--- src/rtl/cfg_loader_if.sv ---
// Serial configuration bitstream handshake between a bitstream source and
// the configuration loader. A bit moves on a rising edge when both
// ser_valid_i and ser_ready_o are high; ser_data_i carries the bit, MSB first.
interface cfg_loader_if;
  logic ser_valid_i;
  logic ser_data_i;
  logic ser_ready_o;

  // Bitstream source side
  modport master (
    output ser_valid_i,
    output ser_data_i,
    input  ser_ready_o
  );

  // Loader side
  modport slave (
    input  ser_valid_i,
    input  ser_data_i,
    output ser_ready_o
  );
endinterface

--- src/rtl/cfg_loader.sv ---
// Configuration loader for the CLB array.
// Receives a serial bitstream (8-bit sync header followed by NUM_CLB frames
// of CFG_W data bits plus one even-parity bit), checks header and parity,
// and writes each frame to its CLB through a shared bits_o bus qualified by
// a one-cycle one-hot wr_en_o strobe. A whole array is programmed per pass.
module cfg_loader #(
  parameter int unsigned NUM_CLB = 4,
  parameter int unsigned CFG_W   = 23,
  parameter logic [7:0]  SYNC    = 8'hA5
) (
  input  logic               clk_i,
  input  logic               rst_ni,
  input  logic               start_i,
  cfg_loader_if.slave        ser,
  output logic [CFG_W-1:0]   bits_o,
  output logic [NUM_CLB-1:0] wr_en_o,
  output logic               busy_o,
  output logic               done_o,
  output logic               err_o
);

  // Bit counter only has to reach the longer of the header and a data field.
  localparam int unsigned CNT_MAX = (CFG_W > 8) ? CFG_W : 8;
  localparam int unsigned CNT_W   = $clog2(CNT_MAX);
  localparam int unsigned IDX_W   = (NUM_CLB > 1) ? $clog2(NUM_CLB) : 1;

  localparam logic [CNT_W-1:0] HDR_LAST  = CNT_W'(7);
  localparam logic [CNT_W-1:0] DATA_LAST = CNT_W'(CFG_W - 1);
  localparam logic [IDX_W-1:0] IDX_LAST  = IDX_W'(NUM_CLB - 1);

  typedef enum logic [2:0] {
    S_IDLE,
    S_HDR,
    S_DATA,
    S_PAR,
    S_WRITE,
    S_DONE,
    S_ERR
  } state_t;

  state_t state, state_n;

  logic [CNT_W-1:0]   bit_cnt;
  logic [IDX_W-1:0]   idx;
  // Only 7 header bits are stored; the 8th is compared straight off the wire.
  logic [6:0]         hdr_sr;
  logic [CFG_W-1:0]   data_sr;

  logic               xfer;
  logic               hdr_ok;
  logic               par_ok;
  logic [NUM_CLB-1:0] onehot;

  logic               clr_cnt;
  logic               inc_cnt;
  logic               clr_idx;
  logic               inc_idx;
  logic               shift_hdr;
  logic               shift_data;
  logic               load_word;

  // Status outputs are pure decodes of the state register, so reset clears
  // them immediately and done/err remain levels until the state changes.
  assign ser.ser_ready_o = (state == S_HDR) || (state == S_DATA) || (state == S_PAR);
  assign busy_o          = ser.ser_ready_o || (state == S_WRITE);
  assign done_o          = (state == S_DONE);
  assign err_o           = (state == S_ERR);

  assign xfer   = ser.ser_valid_i && ser.ser_ready_o;
  assign hdr_ok = ({hdr_sr, ser.ser_data_i} == SYNC);
  assign par_ok = ((^data_sr) == ser.ser_data_i);
  assign onehot = NUM_CLB'(1) << idx;

  // State register
  always_ff @(posedge clk_i or negedge rst_ni) begin
    if (!rst_ni) begin
      state <= S_IDLE;
    end else begin
      state <= state_n;
    end
  end

  // Next-state decode and datapath control strobes
  always_comb begin
    state_n    = state;
    clr_cnt    = 1'b0;
    inc_cnt    = 1'b0;
    clr_idx    = 1'b0;
    inc_idx    = 1'b0;
    shift_hdr  = 1'b0;
    shift_data = 1'b0;
    load_word  = 1'b0;

    unique case (state)
      S_IDLE, S_DONE, S_ERR: begin
        if (start_i) begin
          clr_cnt = 1'b1;
          clr_idx = 1'b1;
          state_n = S_HDR;
        end
      end

      S_HDR: begin
        if (xfer) begin
          shift_hdr = 1'b1;
          if (bit_cnt == HDR_LAST) begin
            clr_cnt = 1'b1;
            state_n = hdr_ok ? S_DATA : S_ERR;
          end else begin
            inc_cnt = 1'b1;
          end
        end
      end

      S_DATA: begin
        if (xfer) begin
          shift_data = 1'b1;
          if (bit_cnt == DATA_LAST) begin
            clr_cnt = 1'b1;
            state_n = S_PAR;
          end else begin
            inc_cnt = 1'b1;
          end
        end
      end

      S_PAR: begin
        if (xfer) begin
          if (par_ok) begin
            load_word = 1'b1;
            state_n   = S_WRITE;
          end else begin
            state_n   = S_ERR;
          end
        end
      end

      S_WRITE: begin
        if (idx == IDX_LAST) begin
          state_n = S_DONE;
        end else begin
          inc_idx = 1'b1;
          state_n = S_DATA;
        end
      end

      default: begin
        state_n = S_IDLE;
      end
    endcase
  end

  // Counters, shift registers and the registered CLB write port
  always_ff @(posedge clk_i or negedge rst_ni) begin
    if (!rst_ni) begin
      bit_cnt <= '0;
      idx     <= '0;
      hdr_sr  <= '0;
      data_sr <= '0;
      bits_o  <= '0;
      wr_en_o <= '0;
    end else begin
      if (clr_cnt) begin
        bit_cnt <= '0;
      end else if (inc_cnt) begin
        bit_cnt <= bit_cnt + CNT_W'(1);
      end

      if (clr_idx) begin
        idx <= '0;
      end else if (inc_idx) begin
        idx <= idx + IDX_W'(1);
      end

      if (shift_hdr) begin
        hdr_sr <= {hdr_sr[5:0], ser.ser_data_i};
      end

      if (shift_data) begin
        data_sr <= (data_sr << 1) | CFG_W'(ser.ser_data_i);
      end

      // bits_o is only updated by a good frame and keeps its word across passes.
      if (load_word) begin
        bits_o <= data_sr;
      end

      // Strobe is registered together with bits_o so it is high for exactly
      // the WRITE cycle and only ever carries a single bit.
      wr_en_o <= load_word ? onehot : '0;
    end
  end

endmodule

--- src/flat_wrapper.sv ---
// flat-port wrapper written by rule: the top's interface ports become plain ports
module cfg_loader_flat 
#(
  parameter int unsigned NUM_CLB = 4,
  parameter int unsigned CFG_W   = 23,
  parameter logic [7:0]  SYNC    = 8'hA5
)
  (clk_i, rst_ni, start_i, bits_o, wr_en_o, busy_o, done_o, err_o, ser_ser_valid_i, ser_ser_data_i, ser_ser_ready_o);
  cfg_loader_if ser_i ();
  input  logic clk_i;
  input  logic rst_ni;
  input  logic start_i;
  output logic [CFG_W-1:0] bits_o;
  output logic [NUM_CLB-1:0] wr_en_o;
  output logic busy_o;
  output logic done_o;
  output logic err_o;
  input wire logic [$bits(ser_i.ser_valid_i)-1:0] ser_ser_valid_i;
  input wire logic [$bits(ser_i.ser_data_i)-1:0] ser_ser_data_i;
  output wire logic [$bits(ser_i.ser_ready_o)-1:0] ser_ser_ready_o;
  assign ser_i.ser_valid_i = ser_ser_valid_i;
  assign ser_i.ser_data_i = ser_ser_data_i;
  assign ser_ser_ready_o = ser_i.ser_ready_o;
  cfg_loader #(.NUM_CLB(NUM_CLB), .CFG_W(CFG_W), .SYNC(SYNC)) u_core (.clk_i(clk_i), .rst_ni(rst_ni), .start_i(start_i), .ser(ser_i), .bits_o(bits_o), .wr_en_o(wr_en_o), .busy_o(busy_o), .done_o(done_o), .err_o(err_o));
endmodule
--- config.mk ---
export PLATFORM = sky130hd
export DESIGN_NAME = cfg_loader_flat
export DESIGN_NICKNAME = d
export VERILOG_FILES = /design/src/rtl/cfg_loader_if.sv /design/src/rtl/cfg_loader.sv /design/src/flat_wrapper.sv
export SDC_FILE = /design/constraint.sdc
export NUM_CORES = 1
export LEC_CHECK = 0
export CORE_ASPECT_RATIO = 0.6
export CORE_MARGIN = 3
export CORE_UTILIZATION = 42
export DETAILED_ROUTE_END_ITERATION = 12
export GPL_ROUTABILITY_DRIVEN = 1
export PLACE_DENSITY_LB_ADDON = 0.05
export SLEW_MARGIN = 30
export SYNTH_ARGS = -nofsm -noshare
export SYNTH_HDL_FRONTEND = slang
export SYNTH_SLANG_ARGS = --single-unit
--- constraint.sdc ---
create_clock -name clk_i -period 4.5 [get_ports clk_i]
set_clock_uncertainty 0.15 [all_clocks]
set_input_delay 0.9 -clock clk_i [delete_from_list [all_inputs] [get_ports clk_i]]
set_output_delay 0.9 -clock clk_i [all_outputs]
set_load 0.01 [all_outputs]
==> results of run 1 <==
==> critical path, stage by stage <==
cell	delay (ps)
clkdlybuf4s50_1	500
xnor2_1	180
xnor2_1	250
xnor2_2	150
xnor3_1	370
nor4_4	140
buf_4	430
mux2_2	380
==> power groups by stage <==
stage,Sequential (mW),Combinational [mW],Clock (mW)
after floorplan,1.04,1.51,0
after global placement,1.09,1.84,0
after detailed placement,1.09,1.87,0
after CTS,1.09,1.88,0.654
after global routing,1.13,2.02,0.684
final,1.08,1.85,0.634
==> kinds of logic (layout without fill, tap and decap cells) <==
kind of cell | count (synthesis) | after routing | share of synthesized area, %
adders and majority gates | 6 | 6 | 2.38
DFF | 67 | 67 | 53.2
and+or+nand+nor | 47 | 47 | 9.24
AOI/OAI and AO/OA | 13 | 13 | 2.74
buffers and inverters | 16 | 61 | 2.50
xor gates and xnor gates | 27 | 27 | 8.17
muxes | 56 | 56 | 21.8
==> worst paths after layout <==
kind	from	endpoint	slack (ps)	cells past startpoint
max	ser_ser_data_i	u_core.bits_o[4]$_DFFE_PN0P_	1240	8
min	u_core.bits_o[15]$_DFFE_PN0P_	u_core.bits_o[15]$_DFFE_PN0P_	360	1
max reg2reg	u_core.data_sr[3]$_DFFE_PN0P_	u_core.bits_o[4]$_DFFE_PN0P_	1860	7
min reg2reg	u_core.bits_o[15]$_DFFE_PN0P_	u_core.bits_o[15]$_DFFE_PN0P_	360	1
max in group asynchronous	rst_ni	u_core.state[0]$_DFFE_PN0P_	2740	2
min in group asynchronous	rst_ni	u_core.bits_o[7]$_DFFE_PN0P_	540	1
==> per-stage QoR <==
step	power [mW]	worst slack [ps]	instances	utilization (%)
global placement	2.93	926	361	51.9
detailed placement	2.96	893	361	51.9
floorplan	2.55	1520	232	-
finish	3.57	1240	377	55.8
global route	3.84	1100	377	55.8
CTS	3.62	1230	377	55.8
==> cell type report <==
| class | instances | area [µm²] |
|---|---|---|
| multi-input cells | 149 | 1410 |
| clock buffers | 14 | 264 |
| inverters | 6 | 22.5 |
| clock inverters | 2 | 10.0 |
| repair buffers | 39 | 375 |
| flip-flops and latches | 67 | 1680 |
| fillers | 599 | 3080 |
| well taps | 100 | 125 |
==> state kept, by name (all words and copies together) (netlist names) <==
signal and cells:
u_core.state 3, u_core.bit_cnt 5, u_core.wr_en_o 4, u_core.hdr_sr 7, u_core.data_sr 23, u_core.bits_o 23
u_core.idx 2
==> routing by layer <==
metal / wire, µm / part of all wire (%) / global-route usage (%) / up-vias
li1: - / - / - / 890
met1: 3120 / 55 / 21.9 / 887
met2: 2200 / 39 / 19.9 / 37
met3: 299 / 5.3 / 6.12 / 6
met4: 57 / 1.0 / 5.19 / 0
met5: 0 / 0 / 0 / -
==> synth_stat cells, types with 5 or more instances <==
master     n  area, µm²
xnor2_1   19        166
nand2_1    9       33.8
mux2_2    38        428
mux2_4    16        240
and2_1     6       37.5
clkbuf_1   5       18.8
ha_1       6       75.1
xor2_1     6       52.6
nor2_1     7       26.3
inv_1      6       22.5
dfrtp_1   67       1680
==> flow_metrics.py, run 1 <==
metrics = {
    "global_route": {
        "gr-total-overflow": 0,
        "grt_antenna_before_repair": 0,
        "grt_pass1_vias": 1901,
        "grt_max_degree": 39,
        "grt_pass1_wl_um": 9990,
        "grtUsageTotal_pct": 15.0,
    },
    "synthesis": {
        "netlist_area_um2": 3150,
        "synth_seq_area_share_pct": 53.2,
        "synth-seq-cells": 67,
        "synth_edf_count": 0,
        "syn_area_per_cell_um2": 13.6,
        "yosys_warnings": 0,
        "synth_cell_types": 36,
        "syn_inst": 232,
        "ys_async_sr_fraction_pct": 100,
        "synth_ff_type": "dfrtp_1",
        "synth_nets": 243,
    },
    "timing": {
        "min_period_ps": 3260,
        "tightest_slew_ps": 846,
        "fin_tns_setup_ps": 0,
        "rsz0062_at_grt": "no",
        "fin_crit_sh_pct": 72.4,
        "drv_slew": 0,
        "slew_headroom_pct": 43.6,
        "hold_violations": 0,
        "whs_ps": 356,
        "max_freq_mhz": 307,
        "setup_viol": 0,
    },
    "placement": {
        "io_buffer_count": 35,
        "gp_congestion": 0.718,
        "dpl.hpwl_um": 3820,
        "placed_area_um2": 3610,
    },
    "power_and_ir_drop": {
        "power_per_cell_area_nw_per_um2": 917,
        "p_leak_nw": 1.71,
        "power.switching_mw": 1.23,
        "internal_power_mw": 2.34,
        "pwr-share-clk_pct": 17.8,
        "power.share.switching_pct": 34.5,
        "max-vdd-ir-drop_mv": 0.541,
        "pwr-share-seq_pct": 30.4,
        "pwr-share-comb_pct": 51.8,
    },
    "cts": {
        "htree_levels": 3,
        "ctsHoldBuffers": 0,
        "cts-root-buf": "clkbuf_16",
        "cts_tree": "yes",
        "clock_path_buffers": 2,
        "cts_sinks": 67,
        "clk_pin_slew_ps": 50,
        "insertion_delay_ps": 320,
        "cts_resized": 0,
        "cts_setup_buffers": 0,
        "cts_made_buffers": 9,
    },
    "floorplan": {
        "die_w_um": 118,
        "start_util_pct": 45.3,
        "die_h_um": 73.1,
        "rows": 23,
        "core-area_um2": 6960,
        "die_area_um2": 8620,
        "ioPinCount": 36,
    },
    "final_layout": {
        "drive_gt1_share_pct": 27.8,
        "final_common_cell": "dfrtp_1",
        "areaGrowthSynthToFinish_pct": 23.2,
        "n_antenna_cell": 0,
        "final_cell_mix": "67 x dfrtp_1, 38 x mux2_2, 34 x clkdlybuf4s50_1",
        "stdcell_area_um2": 3890,
        "nets": 283,
    },
    "drt": {
        "vias": 1820,
        "routed_wl_um": 5670,
        "drc_errors": 0,
        "via_per_inst": 4.83,
        "drt_pass1_iterations": 4,
        "ant_nets": 0,
        "wire_per_inst_um": 15.0,
        "drt-initial-drc-count": 67,
    },
    "run": {
        "cap_violations": 0,
    },
    "run_status": {
        "status": "complete, no violations",
    },
    "critical_path": {
        "endpoint_kind": "flop",
        "worst-endpoint-arrival_ps": 3310,
        "cp.required_ps": 4560,
        "crit_path_max_fanout": 27,
        "startpoint_type": "input port",
        "critPathKind": "input port to flop",
    },
    "min_path": {
        "hold_class": "flop to flop",
    },
}
(Power assumes the default switching activity.)
==> inputs of run 2 (changes only) <==
clock period = 2.9 ns   (was 4.5 ns; I/O delays follow)
==> flow_metrics.py, run 2 (synthesized netlist as in run 1, its figures left out) <==
metrics = {
    "final_layout": {
        "final_common_cell": "dfrtp_1",
        "final_cell_mix": "67 x dfrtp_1, 38 x mux2_2, 34 x clkdlybuf4s50_1",
        "n_antenna_cell": 0,
        "nFillCells": 618,
        "multi_input_area_um2": 1410,
        "seq_area_um2": 1680,
        "drive_gt1_share_pct": 29.9,
        "areaGrowthSynthToFinish_pct": 24.8,
        "reg.largest.list": "u_core.bits_o (23), u_core.data_sr (23), u_core.hdr_sr (7)",
        "nets": 287,
    },
    "cts": {
        "cts_setup_buffers": 0,
        "cts_sinks": 67,
        "cts_tree": "yes",
        "ctsHoldBuffers": 0,
        "clk_pin_slew_ps": 50,
        "clock_path_buffers": 2,
        "cts_made_buffers": 9,
        "cts_resized": 0,
        "insertion_delay_ps": 320,
        "htree_levels": 3,
        "cts-root-buf": "clkbuf_16",
    },
    "power_and_ir_drop": {
        "power.switching_mw": 1.93,
        "pwr-share-comb_pct": 52.3,
        "power_per_cell_area_nw_per_um2": 1420,
        "power.share.switching_pct": 34.5,
        "internal_power_mw": 3.66,
        "p_leak_nw": 1.74,
        "max-vdd-ir-drop_mv": 0.984,
        "pwr-share-seq_pct": 29.9,
        "pwr-share-clk_pct": 17.8,
        "power_mw": 5.59,
    },
    "floorplan": {
        "die_area_um2": 8620,
        "die_h_um": 73.1,
        "start_util_pct": 45.3,
        "rows": 23,
        "core-area_um2": 6960,
        "die_w_um": 118,
        "ioPinCount": 36,
    },
    "timing": {
        "slew_headroom_pct": 69.3,
        "rsz0062_at_grt": "no",
        "min_period_ps": 2750,
        "drv_slew": 0,
        "max_freq_mhz": 363,
        "setup_viol": 0,
        "fin_crit_sh_pct": 94.9,
        "hold_violations": 0,
        "whs_ps": 109,
        "tightest_slew_ps": 457,
    },
    "placement": {
        "gp_congestion": 0.778,
        "dpl.hpwl_um": 3680,
        "io_buffer_count": 35,
    },
    "drt": {
        "via_per_inst": 4.77,
        "routed_wl_um": 5420,
        "ant_nets": 0,
        "drc_errors": 0,
        "wire_per_inst_um": 14.2,
        "drt-initial-drc-count": 84,
        "drt_pass1_iterations": 4,
        "vias": 1816,
    },
    "run_status": {
        "status": "complete, no violations",
    },
    "global_route": {
        "grt_pass1_wl_um": 9660,
        "grt_max_degree": 68,
        "grt_antenna_before_repair": 0,
        "grt_pass1_vias": 1893,
        "gr-total-overflow": 0,
        "grtUsageTotal_pct": 14.5,
    },
    "critical_path": {
        "worst-endpoint-arrival_ps": 2810,
        "crit_path_max_fanout": 13,
        "cp_num_buf_inv": 2,
        "critPathKind": "input port to flop",
        "crit_top_cell": "xnor2_1",
        "cp_slowest_cell": "clkdlybuf4s50_1",
        "crit_path_max_incr_delay_ps": 450,
        "endpoint_kind": "flop",
        "worstPathCellList": "clkdlybuf4s50_1 -> xnor2_1 -> xnor2_1 -> xnor2_2 -> xnor3_1 -> nor4_4 -> buf_4 -> mux2_2",
        "cp.required_ps": 2960,
        "crit_family": "XOR/XNOR gates",
        "startpoint_type": "input port",
    },
    "min_path": {
        "hold_class": "input port to asynchronous set/reset pin",
    },
    "run": {
        "cap_violations": 0,
    },
}
run 2: changes by cell type in the layout (fill, tap and decap cells not counted), sizes merged:
cell,before,now
buf,5,9
clkbuf,14,11
clkinv,2,4
clkinvlp,0,1
run 2: final timing paths:
kind / start / depth (start not counted) / endpoint / slack, ps
max in group asynchronous: rst_ni / 2 / u_core.bits_o[15]$_DFFE_PN0P_ / 2200
worst min-delay path: rst_ni / 2 / u_core.bits_o[7]$_DFFE_PN0P_ / 110
worst min register to register: u_core.bits_o[2]$_DFFE_PN0P_ / 1 / u_core.bits_o[2]$_DFFE_PN0P_ / 360
worst max register to register: u_core.data_sr[12]$_DFFE_PN0P_ / 7 / u_core.bits_o[3]$_DFFE_PN0P_ / 360
min in group clk_i: u_core.bits_o[2]$_DFFE_PN0P_ / 1 / u_core.bits_o[2]$_DFFE_PN0P_ / 360
worst max-delay path: ser_ser_data_i / 8 / u_core.bits_o[3]$_DFFE_PN0P_ / 150
run 2: layout make-up:
type / instances / share of cell area [%]
Clock buffer: 11 / 6.42
Clock inverter: 5 / 0.699
Inverter: 6 / 0.572
Multi-Input combinational cell: 149 / 35.9
Sequential cell: 67 / 42.6
Tap cell: 100 / 3.18
Timing Repair Buffer: 43 / 10.6
run 2: metrics by stage:
step           std cells  setup WS [ps]  TNS, ps  cell area [µm²]  util [%]
4_1_cts              381            139        0             3940      56.5
6_report             381            148        0             3940      56.5
3_3_place_gp         365           -136    -2410             3660      52.5
5_1_grt              381           30.1        0             3940      56.5
2_1_floorplan        232            244        0             3150         -
3_5_place_dp         365           -191    -3590             3660      52.5
run 2: worst reg2reg max path, delay by kind of cell (launching register included):
family,cells,cell delay [ps]
simple gates,1,190
buf+inv,1,300
flops,1,420
xor+xnor,4,1000
mux,1,360
run 2: power groups by stage:
stage / Combinational [mW] / Clock (mW) / Sequential (mW)
final: 2.92 / 0.994 / 1.67
after global routing: 3.19 / 1.07 / 1.74
after CTS: 2.98 / 1.03 / 1.68
after detailed placement: 2.95 / 0 / 1.69
after global placement: 2.91 / 0 / 1.69
after floorplan: 2.34 / 0 / 1.62
run 2: per-layer routing:
metal | GRT usage (%) | vias up | wire length, µm
li1 | - | 899 | -
met1 | 20.9 | 881 | 2990
met2 | 19.0 | 29 | 2080
met3 | 6.43 | 7 | 271
met4 | 5.06 | 0 | 80
met5 | 0 | - | 0
